### src/rtl/seg_scan_ctrl.sv
// Scan controller for a 4-digit, active-low 7-segment hex display.
// Steps through digits 0..3. Each digit is driven for DWELL_CYCLES and is
// followed by a BLANK_CYCLES gap with every anode off, so the previous digit
// does not ghost onto the next one. The display value is double-buffered:
// it is committed only at a frame boundary, which prevents tearing.
//
// Ports:
//   clk, rst     clock; synchronous active-high reset
//   en           scan enable (0 keeps the display dark)
//   data_in      16-bit hex value; [3:0] is the rightmost digit
//   load         one-cycle strobe that captures data_in into the pending buffer
//   upd          one-cycle pulse when a new value is committed to active_val
//   frame_start  one-cycle pulse on entry to BLANK for digit 0
//   an           active-low anode enables
//   seg          active-low cathodes {g,f,e,d,c,b,a}
//   active_val   value currently on the display
module seg_scan_ctrl #(
  parameter int DWELL_CYCLES = 100000,
  parameter int BLANK_CYCLES = 1000,
  parameter int LZB          = 1,
  parameter int CNT_W        = 17
) (
  input  logic        clk,
  input  logic        rst,
  input  logic        en,
  input  logic [15:0] data_in,
  input  logic        load,
  output logic        upd,
  output logic        frame_start,
  output logic [3:0]  an,
  output logic [6:0]  seg,
  output logic [15:0] active_val
);

  typedef enum logic [1:0] {IDLE, BLANK, DRIVE} state_t;

  localparam logic [CNT_W-1:0] DWELL_LAST = CNT_W'(DWELL_CYCLES - 1);
  localparam logic [CNT_W-1:0] BLANK_LAST = CNT_W'(BLANK_CYCLES - 1);

  state_t           state, state_nxt;
  logic [1:0]       idx, idx_nxt;
  logic [CNT_W-1:0] timer, timer_nxt;
  logic             boundary;
  logic [15:0]      pending;
  logic             pend_v;
  logic [3:0]       an_nxt;
  logic [6:0]       seg_nxt;

  function automatic logic [6:0] hex2seg(input logic [3:0] h);
    logic [6:0] s;
    case (h)
      4'h0: s = 7'h40;  4'h1: s = 7'h79;  4'h2: s = 7'h24;  4'h3: s = 7'h30;
      4'h4: s = 7'h19;  4'h5: s = 7'h12;  4'h6: s = 7'h02;  4'h7: s = 7'h78;
      4'h8: s = 7'h00;  4'h9: s = 7'h10;  4'hA: s = 7'h08;  4'hB: s = 7'h03;
      4'hC: s = 7'h46;  4'hD: s = 7'h21;  4'hE: s = 7'h06;  4'hF: s = 7'h0E;
      default: s = 7'h7F;
    endcase
    return s;
  endfunction

  // A digit is a leading zero when it and every digit to its left are zero.
  function automatic logic digit_blank(input logic [15:0] v, input logic [1:0] k);
    logic b;
    b = 1'b0;
    if (LZB != 0) begin
      case (k)
        2'd1:    b = (v[15:4]  == 12'h000);
        2'd2:    b = (v[15:8]  == 8'h00);
        2'd3:    b = (v[15:12] == 4'h0);
        default: b = 1'b0;
      endcase
    end
    return b;
  endfunction

  always_comb begin
    state_nxt = state;
    idx_nxt   = idx;
    boundary  = 1'b0;
    case (state)
      IDLE: begin
        if (en) begin
          state_nxt = BLANK;
          idx_nxt   = 2'd0;
          boundary  = 1'b1;
        end
      end
      BLANK: begin
        if (!en) begin
          state_nxt = IDLE;
          idx_nxt   = 2'd0;
        end else if (timer == BLANK_LAST) begin
          state_nxt = DRIVE;
        end
      end
      DRIVE: begin
        if (!en) begin
          state_nxt = IDLE;
          idx_nxt   = 2'd0;
        end else if (timer == DWELL_LAST) begin
          state_nxt = BLANK;
          idx_nxt   = idx + 2'd1;
          boundary  = (idx == 2'd3);
        end
      end
      default: begin
        state_nxt = IDLE;
        idx_nxt   = 2'd0;
      end
    endcase

    // Every transition is a state entry, so the timer restarts from zero.
    if (state_nxt != state || state == IDLE) timer_nxt = '0;
    else                                     timer_nxt = timer + CNT_W'(1);

    // Outputs are computed for the upcoming state so they register on the
    // same edge as the state. active_val is only committed on entry to BLANK,
    // so its current value is already the one the next DRIVE must show.
    an_nxt  = 4'hF;
    seg_nxt = 7'h7F;
    if (state_nxt == DRIVE && !digit_blank(active_val, idx_nxt)) begin
      an_nxt  = ~(4'b0001 << idx_nxt);
      seg_nxt = hex2seg(active_val[{idx_nxt, 2'b00} +: 4]);
    end
  end

  always_ff @(posedge clk) begin
    if (rst) begin
      state       <= IDLE;
      idx         <= 2'd0;
      timer       <= '0;
      active_val  <= 16'h0000;
      pending     <= 16'h0000;
      pend_v      <= 1'b0;
      an          <= 4'hF;
      seg         <= 7'h7F;
      upd         <= 1'b0;
      frame_start <= 1'b0;
    end else begin
      state       <= state_nxt;
      idx         <= idx_nxt;
      timer       <= timer_nxt;
      an          <= an_nxt;
      seg         <= seg_nxt;
      frame_start <= boundary;
      upd         <= boundary && (load || pend_v);
      if (load) begin
        pending <= data_in;
        pend_v  <= 1'b1;
      end
      // A load on the boundary cycle goes straight to the display.
      if (boundary) begin
        if (load)        active_val <= data_in;
        else if (pend_v) active_val <= pending;
        pend_v <= 1'b0;
      end
    end
  end

endmodule
### config.mk
export PLATFORM = sky130hd
export DESIGN_NAME = seg_scan_ctrl
export DESIGN_NICKNAME = d
export VERILOG_FILES = /design/src/rtl/seg_scan_ctrl.sv
export SDC_FILE = /design/constraint.sdc
export NUM_CORES = 1
export LEC_CHECK = 0
export ABC_AREA = 0
export BUFFER_PORTS_ARGS = -buffer_cell sky130_fd_sc_hd__buf_2
export CAP_MARGIN = 20
export CORE_UTILIZATION = 51
export DETAILED_ROUTE_END_ITERATION = 8
export GPL_ROUTABILITY_DRIVEN = 0
export PLACE_DENSITY = 0.84
export SLEW_MARGIN = 5
export SYNTH_ARGS = -nofsm -noshare
export SYNTH_HDL_FRONTEND = slang
export SYNTH_SLANG_ARGS = --single-unit
### constraint.sdc
create_clock -name clk -period 3.3 [get_ports clk]
set_input_delay 0.165 -clock clk [delete_from_list [all_inputs] [get_ports clk]]
set_output_delay 0.165 -clock clk [all_outputs]
set_load 0.05 [all_outputs]
# == After elaboration in Yosys (flattened, before gate mapping) ==
# Memories as Yosys holds them, arrays and structs flattened. A register that Yosys moved wholly into a read port is not among the register bits.
# Cells that the tools add are included.
# word_totals
wordCells,58
memories,1
out_inout_bits,29
mem_bits_ro,112
ff_bits,60
inputBits,20
# memory_table
name,depth,width,rd,rd_ports_with_merged_regs,write_ports,line_no,source
(no name shown),16,7,1,1,0,51,case (h)
# classes
n_shift,2
n_eq_ne,10
bitwise_logic,2
n_reduce_logical,14
n_mux,18
add_sub_neg,2
# op_table
op,count
two-way mux 16 bit,2
two-way mux 2 bit,9
adder 17 x 1 -> 17 bit (second input constant),1
== test 17 x 10 -> 1 bit (second input constant),1
== test 17 bit (second input constant),1
indexed part select 16 x 5 -> 4 bit,1
zero test 12 bit,1
case mux 2 bit (3 select lines),2
== test 2 bit (second input constant),5
zero test 8 bit,1
OR reduction 2 bit,3
== test 2 x 1 -> 1 bit (second input constant),2
zero test 4 bit,1
inverter 4 bit,1
left shift 1 x 2 -> 4 bit (first input constant),1
two-way mux 1 bit,3
case mux 1 bit (3 select lines),1
adder 2 x 1 -> 2 bit (second input constant),1
logical AND 1 bit,2
zero test 2 bit,1
logical OR 1 bit,2
inequality test 2 bit,1
case mux 1 bit (2 select lines),1
AND reduction 2 bit,1
other kinds (3),3

# == Longest topological paths before layout ==
# Gate-level depths: netlist of the first run.
# depth
word_depth,10
depth_mapped,14
depth_no_buf,12

# == Worst setup path after synthesis of the first run ==
# No wires, ideal clock.
# synth_path
path_type,flip-flop to flip-flop
startpoint,register timer[8]
endpoint,register seg[0]
setup_time_ns,0.133
arrival_ns,3.138
path_slack_ns,0.029
required_ns,3.167
path_stages_with_launch,14
cell_sequence,dfxtp_1 > or4b_4 > or4_4 > buf_6 > xnor2_4 > a21o_1 > buf_6 > mux2i_1 > mux2i_1 > inv_1 > ha_1 > nor3b_1 > a21o_1 > o221ai_1
# synth_via
elab_chain_cells,10
word_cells_on_any_way,20
cone_classes,6 x eq/ne; 1 x shift; 9 x mux; 1 x bitwise; 3 x reduce/logical
# synth_rtl
element,line_no,source
from (decl),42,"logic [CNT_W-1:0] timer, timer_nxt;"
from (signal assigned),142,timer <= timer_nxt;
== test 17 bit,100,end else if (timer == DWELL_LAST) begin
two-way mux 2 bit,100,
two-way mux 2 bit,97,if (!en) begin
case mux 2 bit (3 select lines),80,case (state)
== test 2 bit / == test 2 x 1 -> 1 bit (equally long branches),66,case (k)
case mux 1 bit (3 select lines),66,
zero test 1 bit,121,"if (state_nxt == DRIVE && !digit_blank(active_val, idx_nxt)) begin"
logical AND 1 bit,121,
inverter 1 bit (no line),n/a,
OR reduction 2 bit (no line),n/a,
to (decl),31,"output logic [6:0] seg,"
# Parallel ways exist; a longest one is shown, timed or not.
# A chain may end at the register's enable or synchronous reset.

# == Worst setup path after layout of the first run ==
# layout_path
startpoint,register timer[13]
endpoint,register seg[0]
# The elaborated chain is that of the path after synthesis.

==> impl_metrics.tcl, run 1 <==
set metrics [dict create \
    synth-edff-count 0 \
    p_leak_nw 1.56 \
    synthTopCellsByCount "dfxtp_1, nor2_1, mux2i_1" \
    dieArea_sq_um 6410 \
    dp_hpwl_um 4810 \
    grt_start_max_net_pins 39 \
    synthCells 334 \
    path_class "reg2reg" \
    rows 28 \
    slew_violations 0 \
    clk_pin_slew_ps 70 \
    startpoint_type "register" \
    cp.arrival_ps 3360 \
    drt_iter0_markers 144 \
    synth_flop_cell "dfxtp_1" \
    firstDrtPassIters 4 \
    initial_utilization_pct 52.8 \
    n_antenna_cell 0 \
    worst_pin_slew_ps 666 \
    drc 0 \
    syn_nets 362 \
    cts_hold_buf 0 \
    avgSynthCellArea_sq_um 9.30 \
    htreeDepth 3 \
    synth-seq-area-share_pct 43.2 \
    cts_buffer_depth 2 \
    drv_cap 0 \
    run_status "completed" \
    finalPower_mw 1.91 \
    synth_area_sq_um 3110 \
    power_density_nw_per_um2 512 \
    io_pins 49 \
    grt_pass1_vias 2335 \
    routed_via_density 5.51 \
    yosysMostFrequentCell "dfxtp_1" \
    yosys.cell_types.count 49 \
    min_period_over_period_pct 95.5 \
    nets 418 \
    endpoint_kind "register" \
    hp-class "in2reg" \
    cp_max_fo 7 \
    cp_data_required_time_ps 3510 \
    cts-buffers-inserted 9 \
    syn2layout_area_growth_pct 19.8 \
    holdWs_ps 83.7 \
    dp_slack_ps -10.2 \
    antenna_found_initial 0 \
    postRouteAntennaNets 0 \
    nFillCells 470 \
    cts_sinks 67 \
    die_h_um 80.1 \
    synth.top_cell.area_share_pct 43.2 \
    ys_seq_elements 67 \
    ys_warn_count 0 \
    finalHoldViolCount 0 \
    wire_per_inst_um 14.3 \
    synth_top_area_cell "dfxtp_1" \
    grt_pass1_wl_um 10800 \
    coreArea_sq_um 5890 \
    fin_ws_ps 150 \
    drive_gt1_share_pct 23.9 \
    synthArstFlopShare_pct 0 \
    setup_viol 0 \
    io_buffers 48 \
    max-vdd-ir-drop_mv 0.319 \
    synth.area.top_cells "dfxtp_1, mux2i_1, nor2_1, a211oi_1, xor2_1" \
    vias 2586 \
    slew_headroom_pct 55.6 \
    dieWidth_um 80.1 \
    post-route-min-period_ps 3150 \
    finalClockSkew_ps 5.84 \
    tritoncts "built" \
    grt_overflow 0 \
    max_freq_mhz 317 \
    drt_wl_total_um 6730 \
    track_usage_pct 22.1 \
    clkLatencyLatePin_ps 340 \
    clock-root-buffer "clkbuf_8" \
]
-- cell type report --
| class | instances | area (sq um) | area share (%) |
|---|---|---|---|
| inverters | 10 | 37.5 | 1.01 |
| flip-flops and latches | 67 | 1340 | 36.0 |
| multi-input cells | 241 | 1670 | 44.9 |
| repair buffers | 61 | 338 | 9.08 |
| clock inverters | 4 | 98.8 | 2.66 |
| clock buffers | 11 | 141 | 3.80 |
| well taps | 75 | 93.8 | 2.52 |
-- final timing paths --
kind	startpoint	to	slack, ps	depth (start not counted)
setup / recovery	timer[13]$_SDFF_PP0_	seg[0]$_SDFF_PP1_	150	10
hold / removal	data_in[7]	pending[7]$_SDFFE_PP0P_	80	3
setup reg to reg	timer[13]$_SDFF_PP0_	seg[0]$_SDFF_PP1_	150	10
hold reg to reg	timer[0]$_SDFF_PP0_	timer[0]$_SDFF_PP0_	460	1
-- logic make-up after synthesis --
logic type / Yosys count / share of synthesized area, %
AOI/OAI and AO/OA: 55 / 12.6
xor gates and xnor gates: 18 / 5.68
adders and majority gates: 8 / 3.22
buffers and inverters: 26 / 4.23
DFF: 67 / 43.2
muxes: 34 / 11.4
and+or+nand+nor: 126 / 19.7
-- repair_timing --
action	in CTS	in global routing
cloned	0	0
endpoints found under the hold margin	0	0
gates resized for setup	1	8
pin swaps	0	1
buffers inserted	0	1
endpoints found under the setup margin	1	2
-- per-layer routing --
layer  routed length [um]  up-vias  track usage (%)
li1                     -     1287                -
met3                  392       16             5.00
met2                 3100       80             35.0
met5                    0        -                0
met4                  180        0             12.3
met1                 3060     1203             27.7
-- report_power, final --
group,switching [mW],total (mW),internal [mW],leakage [nW]
registers,0.0242,0.862,0.838,0.547
clock network,0.297,0.817,0.520,0.120
logic,0.151,0.226,0.0748,0.897
-- metrics by stage --
step                instances  util [%]  TNS (ps)  area [sq um]
floorplan                 334         -         0          3110
global placement          453      58.4         0          3440
detailed placement        453      58.4     -10.2          3440
CTS                       468      62.5         0          3680
global route              469      63.2     -5.71          3720
finish                    469      63.2         0          3720
-- registers in the layout, indices dropped and copies added, names as in the netlist --
name	flops
seg	7
state	2
upd	1
pend_v	1
active_val	16
timer	17
idx	2
an	4
pending	16
frame_start	1
-- placed cells by master, fill, tap and decap left out, types with 10 or more instances in the layout --
cell type	netlist	routed
dfxtp_1	67	67
xor2_1	12	12
clkbuf_8	0	10
buf_2	0	48
nand2_1	16	16
nor2_1	65	64
a211oi_1	19	19
mux2i_1	29	29
nand3_1	10	10
buf_4	0	13
-- worst max-delay path, cell delays in order (launching register included) --
cell and delay, ps:
dfxtp_1 350, or4_4 560, or4_4 600, xnor2_4 170, a21o_4 260, mux2i_1 130
mux2_4 330, ha_2 200, nor3b_1 200, a21o_1 110, o221ai_1 120
No activity file was read; power rests on OpenSTA's default activity.
==> run 2: changes to the inputs <==
CORE_UTILIZATION = 56   (was 51)
PLACE_DENSITY = 0.87   (was 0.84)
clock period = 3 ns   (was 3.3 ns; I/O delays follow)
==> impl_metrics.tcl, run 2 (synthesis gave the netlist of run 1 again) <==
set metrics [dict create \
    run_status "complete, but fails checks" \
    violations "setup timing" \
    grt_overflow 0 \
    grt_start_max_net_pins 39 \
    rsz0062_at_grt "yes" \
    io_buffers 48 \
    clk_pin_slew_ps 80 \
    clock-root-buffer "clkbuf_8" \
    max-vdd-ir-drop_mv 0.481 \
    grt_pass1_wl_um 12600 \
    rows 26 \
    rr_worst_depth 12 \
    cts-buffers-inserted 9 \
    crit_path_max_incr_delay_ps 570 \
    track_usage_pct 27.4 \
    cp_max_fo 6 \
    coreArea_sq_um 5240 \
    post-route-min-period_ps 3110 \
    path_class "reg2reg" \
    die_h_um 76.5 \
    final_area_sq_um 3920 \
    crit_chain "or4b_4, or4_4, xnor2_4, a21o_4, mux2i_2, mux2i_2, buf_6, inv_6, ha_4, nor3b_2, a21o_1, o221ai_2" \
    drt_wl_total_um 7970 \
    dieArea_sq_um 5850 \
    n_antenna_cell 0 \
    cp_data_required_time_ps 3240 \
    firstDrtPassIters 5 \
    reg2reg_from "timer[8]$_SDFF_PP0_" \
    startpoint_type "register" \
    clkLatencyLatePin_ps 360 \
    finalClockSkew_ps 10.6 \
    final_cell_mix "dfxtp_1, nor2_1, buf_2" \
    cts_hold_buf 0 \
    dpl_cell_area_sq_um 3630 \
    postRouteAntennaNets 0 \
    drt_iter0_markers 271 \
    min_period_over_period_pct 104 \
    routed_via_density 5.74 \
    drive_gt1_share_pct 30.9 \
    timing.rr.end "seg[0]$_SDFF_PP1_" \
    fin_ws_ps -115 \
    slew_headroom_pct 54.8 \
    grt_pass1_vias 2689 \
    slew_violations 0 \
    wire_per_inst_um 16.3 \
    nFillCells 349 \
    reg_top3 "timer x17, active_val x16, pending x16" \
    holdWs_ps 55.8 \
    hp-class "in2reg" \
    drv_cap 0 \
    crit_family "simple AND/OR/NAND/NOR gates" \
    finalHoldViolCount 0 \
    setup_viol 6 \
    max_freq_mhz 321 \
    io_pins 49 \
    reg2reg_setup_slack_ps -110 \
    power_density_nw_per_um2 511 \
    drc 0 \
    cp.arrival_ps 3360 \
    dp_hpwl_um 5070 \
    cts_buffer_depth 2 \
    critPathMostFrequentCell "mux2i_2" \
    endpoint "seg[0]$_SDFF_PP1_" \
    vias 2800 \
    dieWidth_um 76.5 \
    top_register "timer" \
    critPathLaunch "timer[8]$_SDFF_PP0_" \
    initial_utilization_pct 59.3 \
    cts_sinks 67 \
    cp_num_buf_inv 2 \
    final_common_cell "dfxtp_1" \
    nets 441 \
    syn2layout_area_growth_pct 26.3 \
    cp.depth 12 \
    antenna_found_initial 0 \
    p_leak_nw 1.66 \
    endpoint_kind "register" \
    htreeDepth 3 \
    slowest_stage "or4_4" \
    worst_pin_slew_ps 678 \
    tritoncts "built" \
    largest_reg_flops 17 \
]
[run 2: cell count changes in the layout (fill, tap and decap cells not counted), sizes merged]
cell      change
bufinv        -2
mux2          +1
clkinv        +3
clkbuf        -1
buf          +22
clkinvlp      +1
[run 2: worst min path at each step]
stage                            from                       end  slack (ps)  depth (start not counted)
after CTS                 data_in[14]  pending[14]$_SDFFE_PP0P_          60                          3
after detailed placement  data_in[10]  pending[10]$_SDFFE_PP0P_         420                          3
final                     data_in[14]  pending[14]$_SDFFE_PP0P_          60                          3
after global routing       data_in[1]   pending[1]$_SDFFE_PP0P_          80                          3
after floorplan            data_in[0]   pending[0]$_SDFFE_PP0P_         320                          2
after global placement     data_in[7]   pending[7]$_SDFFE_PP0P_         410                          3
[run 2: metal layers]
layer | GRT usage [%] | share of wire (%) | up-vias
li1 | - | - | 1335
met1 | 33.7 | 42 | 1274
met2 | 46.1 | 47 | 155
met3 | 5.03 | 7.4 | 36
met4 | 13.5 | 3.6 | 0
met5 | 0 | 0 | -
[run 2: per-stage QoR]
step	cells	worst slack [ps]	setup TNS (ps)	util (%)	power (mW)
2_1_floorplan	334	-108	-422	-	1.15
3_3_place_gp	469	-20.7	-32.5	69.3	1.22
3_5_place_dp	469	-156	-693	69.3	1.23
4_1_cts	486	-54.3	-143	73.9	1.98
5_1_grt	488	-168	-926	74.9	2.06
6_report	488	-115	-475	74.9	2.00
[run 2: timing repair]
action / CTS / global route
resized for setup: 6 / 10
gates cloned: 0 / 1
buffers inserted: 1 / 1
pin swaps: 1 / 7
endpoints found under the setup margin: 7 / 7
[run 2: report_power, final]
group / internal, mW / switching (mW) / leakage, nW
logic: 0.102 / 0.190 / 1.01
registers: 0.922 / 0.0290 / 0.548
clock network: 0.406 / 0.357 / 0.102
[run 2: area by class of cell]
type / instances / area, sq um / area share (%)
clock inverter: 6 / 65.1 / 1.66
inverter: 10 / 45.0 / 1.15
tap: 70 / 87.6 / 2.23
multi-input combinational: 242 / 1740 / 44.3
timing repair buffer: 83 / 507 / 12.9
clock buffer: 10 / 138 / 3.51
sequential: 67 / 1340 / 34.2
[run 2: worst reg2reg max path, stage by stage, from the launching register on]
cell and delay [ps]:
dfxtp_2 320, or4b_4 550, or4_4 570, xnor2_4 170
a21o_4 260, mux2i_2 170, mux2i_2 180, buf_6 160
inv_6 50, ha_4 160, nor3b_2 170, a21o_1 120
o221ai_2 110
